[src/rtl/uart_rx_block_if.sv]
// Block handshake between the UART receiver and the AES core.
// The receiver drives the master side; the AES core is the slave.
interface uart_rx_block_if;
   logic [127:0] block_data;
   logic         block_valid;
   logic         block_ready;

   modport master (
      output block_data,
      output block_valid,
      input  block_ready
   );

   modport slave (
      input  block_data,
      input  block_valid,
      output block_ready
   );
endinterface

[src/rtl/uart_rx_block.sv]
// 8N1 UART receiver that packs 16 bytes into one 128-bit AES input block.
// It also reports framing errors, block overruns and partial-block timeouts.
module uart_rx_block #(
   parameter int CLK_FREQ      = 50_000_000,
   parameter int BAUD_RATE     = 115_200,
   parameter int TIMEOUT_BAUDS = 20
) (
   input  logic                   clk,
   input  logic                   rst_n,
   input  logic                   rx,
   uart_rx_block_if.master        blk,
   output logic [4:0]             byte_count,
   output logic                   frame_err,
   output logic                   overrun,
   output logic                   partial_drop
);

   localparam int BAUD_DIV    = CLK_FREQ / BAUD_RATE;
   localparam int HALF_DIV    = BAUD_DIV / 2;
   localparam int TIMEOUT_CYC = TIMEOUT_BAUDS * BAUD_DIV;

   localparam logic [15:0] BAUD_LAST    = 16'(BAUD_DIV - 1);
   localparam logic [15:0] HALF_LAST    = 16'(HALF_DIV - 1);
   localparam logic [23:0] TIMEOUT_LAST = 24'(TIMEOUT_CYC - 1);

   typedef enum logic [2:0] {IDLE, START, DATA, STOP, BREAK} state_t;

   state_t         r_state;
   state_t         w_nextState;
   logic           r_rxMeta;
   logic           r_rxSync;
   logic [15:0]    r_baudCnt;
   logic [2:0]     r_bitIdx;
   logic [7:0]     r_shift;
   logic [119:0]   r_assembly;
   logic [4:0]     r_byteCount;
   logic [23:0]    r_idleCnt;
   logic [127:0]   r_blockData;
   logic           r_blockValid;
   logic           r_frameErr;
   logic           r_overrun;
   logic           r_partialDrop;

   logic           w_tick;
   logic           w_byteAccept;
   logic           w_stopErr;
   logic           w_blockDone;
   logic           w_outFree;
   logic           w_load;
   logic           w_timeout;
   logic [127:0]   w_fullBlock;

   // Only the 15 earlier bytes are stored; the 16th comes straight from the shifter.
   assign w_fullBlock = {r_assembly, r_shift};
   assign w_blockDone = w_byteAccept && (r_byteCount == 5'd15);
   assign w_outFree   = !r_blockValid || blk.block_ready;
   assign w_load      = w_blockDone && w_outFree;
   assign w_timeout   = (r_state == IDLE) && (r_byteCount != 5'd0) && (r_idleCnt == TIMEOUT_LAST);

   assign blk.block_data  = r_blockData;
   assign blk.block_valid = r_blockValid;
   assign byte_count      = r_byteCount;
   assign frame_err       = r_frameErr;
   assign overrun         = r_overrun;
   assign partial_drop    = r_partialDrop;

   always_ff @(posedge clk or negedge rst_n) begin
      if (!rst_n) begin
         r_state <= IDLE;
      end else begin
         r_state <= w_nextState;
      end
   end

   always_comb begin
      w_nextState  = r_state;
      w_tick       = 1'b0;
      w_byteAccept = 1'b0;
      w_stopErr    = 1'b0;
      case (r_state)
         IDLE: begin
            if (!r_rxSync) w_nextState = START;
         end
         START: begin
            if (r_baudCnt == HALF_LAST) begin
               w_tick      = 1'b1;
               w_nextState = r_rxSync ? IDLE : DATA;
            end
         end
         DATA: begin
            if (r_baudCnt == BAUD_LAST) begin
               w_tick = 1'b1;
               if (r_bitIdx == 3'd7) w_nextState = STOP;
            end
         end
         STOP: begin
            if (r_baudCnt == BAUD_LAST) begin
               w_tick = 1'b1;
               if (r_rxSync) begin
                  w_byteAccept = 1'b1;
                  w_nextState  = IDLE;
               end else begin
                  w_stopErr   = 1'b1;
                  w_nextState = BREAK;
               end
            end
         end
         BREAK: begin
            if (r_rxSync) w_nextState = IDLE;
         end
         default: w_nextState = IDLE;
      endcase
   end

   // Bit timing, deserialisation, block assembly, timeout and output handshake.
   always_ff @(posedge clk or negedge rst_n) begin
      if (!rst_n) begin
         r_rxMeta      <= 1'b1;
         r_rxSync      <= 1'b1;
         r_baudCnt     <= 16'd0;
         r_bitIdx      <= 3'd0;
         r_shift       <= 8'd0;
         r_assembly    <= 120'd0;
         r_byteCount   <= 5'd0;
         r_idleCnt     <= 24'd0;
         r_blockData   <= 128'd0;
         r_blockValid  <= 1'b0;
         r_frameErr    <= 1'b0;
         r_overrun     <= 1'b0;
         r_partialDrop <= 1'b0;
      end else begin
         r_rxMeta <= rx;
         r_rxSync <= r_rxMeta;

         if ((r_state == START || r_state == DATA || r_state == STOP) && !w_tick) begin
            r_baudCnt <= r_baudCnt + 16'd1;
         end else begin
            r_baudCnt <= 16'd0;
         end

         if (r_state == START && w_tick) begin
            r_bitIdx <= 3'd0;
         end else if (r_state == DATA && w_tick) begin
            r_shift  <= {r_rxSync, r_shift[7:1]};
            r_bitIdx <= r_bitIdx + 3'd1;
         end

         if (w_byteAccept) begin
            r_assembly  <= {r_assembly[111:0], r_shift};
            r_byteCount <= w_blockDone ? 5'd0 : r_byteCount + 5'd1;
         end else if (w_timeout) begin
            r_byteCount <= 5'd0;
         end

         if (r_state == IDLE && r_byteCount != 5'd0 && !w_timeout) begin
            r_idleCnt <= r_idleCnt + 24'd1;
         end else begin
            r_idleCnt <= 24'd0;
         end

         if (w_load) begin
            r_blockData  <= w_fullBlock;
            r_blockValid <= 1'b1;
         end else if (blk.block_ready) begin
            r_blockValid <= 1'b0;
         end

         r_frameErr    <= w_stopErr;
         r_overrun     <= w_blockDone && !w_outFree;
         r_partialDrop <= w_timeout;
      end
   end

endmodule
[src/flat_wrapper.sv]
// flat-port wrapper written by rule: the top's interface ports become plain ports
module uart_rx_block_flat 
#(
   parameter int CLK_FREQ      = 50_000_000,
   parameter int BAUD_RATE     = 115_200,
   parameter int TIMEOUT_BAUDS = 20
)
  (clk, rst_n, rx, byte_count, frame_err, overrun, partial_drop, blk_block_data, blk_block_valid, blk_block_ready);
  uart_rx_block_if blk_i ();
  input  logic clk;
  input  logic rst_n;
  input  logic rx;
  output logic [4:0] byte_count;
  output logic frame_err;
  output logic overrun;
  output logic partial_drop;
  output wire logic [$bits(blk_i.block_data)-1:0] blk_block_data;
  output wire logic [$bits(blk_i.block_valid)-1:0] blk_block_valid;
  input wire logic [$bits(blk_i.block_ready)-1:0] blk_block_ready;
  assign blk_block_data = blk_i.block_data;
  assign blk_block_valid = blk_i.block_valid;
  assign blk_i.block_ready = blk_block_ready;
  uart_rx_block #(.CLK_FREQ(CLK_FREQ), .BAUD_RATE(BAUD_RATE), .TIMEOUT_BAUDS(TIMEOUT_BAUDS)) u_core (.clk(clk), .rst_n(rst_n), .rx(rx), .blk(blk_i), .byte_count(byte_count), .frame_err(frame_err), .overrun(overrun), .partial_drop(partial_drop));
endmodule
[config.mk]
export PLATFORM = sky130hd
export DESIGN_NAME = uart_rx_block_flat
export DESIGN_NICKNAME = d
export VERILOG_FILES = /design/src/rtl/uart_rx_block_if.sv /design/src/rtl/uart_rx_block.sv /design/src/flat_wrapper.sv
export SDC_FILE = /design/constraint.sdc
export NUM_CORES = 1
export LEC_CHECK = 0
export BUFFER_PORTS_ARGS = -buffer_cell sky130_fd_sc_hd__buf_4
export CAP_MARGIN = 30
export CORE_MARGIN = 8
export CORE_UTILIZATION = 35
export DETAILED_ROUTE_END_ITERATION = 6
export HOLD_SLACK_MARGIN = 0.03
export PLACE_DENSITY = 0.58
export SLEW_MARGIN = 25
export SYNTH_ARGS = -nofsm -noshare
export SYNTH_HDL_FRONTEND = slang
export SYNTH_SLANG_ARGS = --single-unit
[constraint.sdc]
create_clock -name clk -period 6.5 [get_ports clk]
set_clock_uncertainty 0.1 [all_clocks]
set_input_delay 0.65 -clock clk [delete_from_list [all_inputs] [get_ports clk]]
set_output_delay 0.65 -clock clk [all_outputs]
set_load 0.01 [all_outputs]
==> summary.md <==
| Metric | Value |
|---|---|
| Status | `finished, final reports clean` |
| Crit Path Class | `flop to flop` |
| Required time at the worst-slack endpoint | `slightly below 7000 ps` |
| Period Utilization, post-route | `between 50% and 60%` |
| Switching share of power | `approximately a fifth` |
| Bufs on Longest Clock Path | `3` |
| First-pass GRT wire length | `approximately 42000 um` |
| FFs w/ async S/R, synth | `100%` |
| Antenna Diode Count | `0` |
| Residual DRC | `0` |
| Total number of placement rows | `69` |
| Fraction of power consumed by combinational cells | `approximately 1.1%` |
| Tmin final | `3440 ps` |
| Remaining global-route overflow | `0` |
| Starting utilization of the core area | `about 35%` |
| Non-filler cells in the finished layout | `1479` |
| Initial antenna violation count | `0` |
| Highest clock rate | `291 MHz` |
| Number of cells traversed by the worst register-to-register path | `6` |
| Fraction of layout cells with a size suffix above 1 | `between 30% and 40%` |
| Via count of the first global-routing pass | `7619` |
| Cell count after placement | `1415` |
| Worst-Margin Slew | `966 ps` |
| Number of pins exceeding their max-slew limit in the final report | `0` |
| Y dimension of the die | `205 um` |
| Reg2Reg Setup Slack | `3060 ps` |
| Number of violations of the max-capacitance limit | `0` |
| PwrDens | `264 nW/um2` |
| Nets in the synthesized netlist | `858` |
| Commonest cells after routing, fill and taps aside | `311 x sky130_fd_sc_hd__dfrtp_1, 143 x sky130_fd_sc_hd__buf_4, 138 x sky130_fd_sc_hd__mux2_2` |
| Overall via count from detail_route | `just over 7000` |
| Total negative slack for setup checks | `0 ps` |
| Critical path startpoint category | `flop` |
| Number of distinct library cells after synthesis | `50` |
| Setup fix buffers added after clock tree synthesis | `0` |
| Clk slew on worst S/H paths | `60 ps` |
| Number of failing hold endpoints at the final stage | `0` |
| Post-synth EDFFs | `0` |
| Maximum level of the CTS H-tree | `2` |
| Hold buffer count at CTS | `0` |
| Net Switching | `between 800 and 900 uW` |
| Synth warnings | `0` |
| Largest net degree at the start of global routing | `146` |
| Mean cell area of the mapped netlist | `14.8 um2` |
| Area growth syn-to-layout | `21.5%` |
| Die area | `42100 um2` |
| CTS tree | `yes` |
| Resized Gates After CTS | `0` |
| Final net count | `approximately 1000` |
| Int Pwr | `3.21 mW` |
| Leading cell type in the layout, fill and taps excluded | `sky130_fd_sc_hd__dfrtp_1` |
| GRT Resource Usage Total | `12.3%` |
| Post-Syn Area | `12500 um2` |
| Post-synth top flop | `sky130_fd_sc_hd__dfrtp_1` |
| CP arrival | `3730 ps` |
| Final routed wire length divided by cell count | `approximately 17 um` |
| Gate count of the mapped netlist | `846` |
| Clock tree root driver cell | `sky130_fd_sc_hd__clkbuf_16` |
| DRT iter0 DRCs | `335` |
| Reg2reg end | `u_core.r_assembly[61]` |
| Number of detailed-route iterations in the first pass | `5` |
| Reg-to-Reg Start | `u_core.r_baudCnt[2]` |
| Static Leak | `7.72 nW` |
| Sink Count | `313` |
| Final weighted congestion in routability-driven placement | `0.753` |
| Proportion of synthesized chip area in sequential cells | `62.6%` |
| Antenna-violating nets left | `0` |
| Top-Level Pins | `approximately 140` |
| Sum of routed wire length over all layers | `25600 um` |
| Worst-case vdd ir drop | `0.157 mV` |
| Clk_lat worst skew | `510 ps` |
| HPWL Detailed | `16900 um` |
| Sequential share of power | `48.6%` |
| Quantity of I/O buffers inserted on ports | `140` |
| Post-synthesis sequential element count | `between 300 and 400` |
| CP Max Fanout | `65` |
| Total CTS buffers | `35` |
| Worst-case headroom to the max-slew limit | `35.6%` |
| CP endpoint kind | `flop` |
| Via count normalized by instance count | `a little under 5` |
| Number of fillers in the final layout | `3300` |
| Die outline width | `205 um` |
| Class of the most critical hold timing path | `input pin to asynchronous set/reset pin` |
| Unrepaired setup endpoints after global routing | `no` |
| Clock power frac | `between 50% and 60%` |
| Core outline area | `35400 um2` |
| Number of endpoints failing setup at the final stage | `0` |
[routing by layer]
layer | track usage, % | up-vias | wire length, um
met1 | 16.8 | 3713 | 11900
met3 | 3.53 | 39 | 1670
met4 | 3.24 | 0 | 479
met5 | 0 | - | 0
met2 | 18.9 | 151 | 11600
li1 | - | 3346 | -
[cell type report]
| cell class | instances | area, um2 | share of cell area [%] |
|---|---|---|---|
| Clock inverter | 12 | 178 | 1.17 |
| Clock buffer | 51 | 1020 | 6.69 |
| Sequential cell | 313 | 7840 | 51.5 |
| Tap cell | 461 | 577 | 3.79 |
| Multi-Input combinational cell | 478 | 4360 | 28.6 |
| Inverter | 15 | 56.3 | 0.370 |
| Timing Repair Buffer | 149 | 1190 | 7.82 |
[registers in the layout, summed over array words and instances, names as in the netlist, 3 cells and up]
register and flops:
u_core.byte_count 5, u_core.r_assembly 120, u_core.r_idleCnt 24, u_core.r_baudCnt 16, u_core.r_shift 8, u_core.r_bitIdx 3, u_core.r_state 3, u_core.blk.block_data 128
[power by group through the flow]
stage               logic, mW  clock network (mW)  registers [mW]
floorplan             0.00118                   0            1.99
global placement       0.0451                   0            1.99
detailed placement     0.0452                   0            1.99
CTS                    0.0451                2.09            1.95
global route           0.0530                2.17            1.95
finish                 0.0438                2.02            1.95
[cell families (layout without fill, tap and decap cells)]
family                     count (synthesis)  count (layout)  share of synthesized area [%]
adders and majority gates                  8               8                          0.800
AOI/OAI and AO/OA                         49              49                           2.50
buffers and inverters                     55             227                           2.77
muxes                                    259             259                           23.3
DFF                                      313             313                           62.6
and+or+nand+nor                          140             140                           6.48
xor gates and xnor gates                  22              22                           1.54
[synthesized netlist by cell type, types with 8 or more instances]
library cell	n	area [um2]
sky130_fd_sc_hd__dfrtp_1	311	7780
sky130_fd_sc_hd__mux2_2	138	1550
sky130_fd_sc_hd__mux2_1	120	1350
sky130_fd_sc_hd__nor2_1	35	131
sky130_fd_sc_hd__nand2_1	18	67.6
sky130_fd_sc_hd__a21oi_1	17	85.1
sky130_fd_sc_hd__inv_1	15	56.3
sky130_fd_sc_hd__nand3_1	14	70.1
sky130_fd_sc_hd__nand4_1	14	87.6
sky130_fd_sc_hd__buf_4	13	97.6
sky130_fd_sc_hd__xnor2_1	13	114
sky130_fd_sc_hd__buf_6	11	124
sky130_fd_sc_hd__o31ai_1	11	82.6
sky130_fd_sc_hd__or4_1	10	75.1
sky130_fd_sc_hd__clkbuf_1	9	33.8
sky130_fd_sc_hd__nor3_1	9	45.0
sky130_fd_sc_hd__xor2_1	9	78.8
sky130_fd_sc_hd__ha_1	8	100
sky130_fd_sc_hd__o21ai_0	8	40.0
[worst max-delay path by stage]
stage / to / from / slack, ps
2_1_floorplan: u_core.blk.block_data[107] / u_core.r_baudCnt[0] / 4360
3_3_place_gp: u_core.blk.block_data[54] / u_core.byte_count[1] / 2830
3_5_place_dp: u_core.r_assembly[61] / u_core.r_baudCnt[2] / 3050
4_1_cts: u_core.r_assembly[59] / u_core.r_baudCnt[2] / 3040
5_1_grt: u_core.r_assembly[37] / u_core.r_baudCnt[2] / 2820
6_report: u_core.r_assembly[61] / u_core.r_baudCnt[2] / 3060
[per-stage QoR]
step / total power, mW / area (um2) / setup slack [ps] / hold WS (ps) / utilization, %
floorplan: 1.99 / 12500 / 4360 / 245 / -
global placement: 2.03 / 13900 / 2830 / 247 / 39.4
detailed placement: 2.03 / 14000 / 3050 / 248 / 39.5
CTS: 4.09 / 15200 / 3040 / 68.7 / 42.9
global route: 4.17 / 15200 / 2820 / 83.1 / 43.0
finish: 4.02 / 15200 / 3060 / 23.2 / 43.0
[critical path, cell delays in order, from the launching register on]
cell and delay (ps):
sky130_fd_sc_hd__dfrtp_1 430, sky130_fd_sc_hd__nor4_4 390, sky130_fd_sc_hd__nand4_1 380, sky130_fd_sc_hd__nor2_4 190
sky130_fd_sc_hd__buf_4 530, sky130_fd_sc_hd__buf_4 800, sky130_fd_sc_hd__mux2_2 420
No activity file was read; power rests on OpenSTA's default activity.
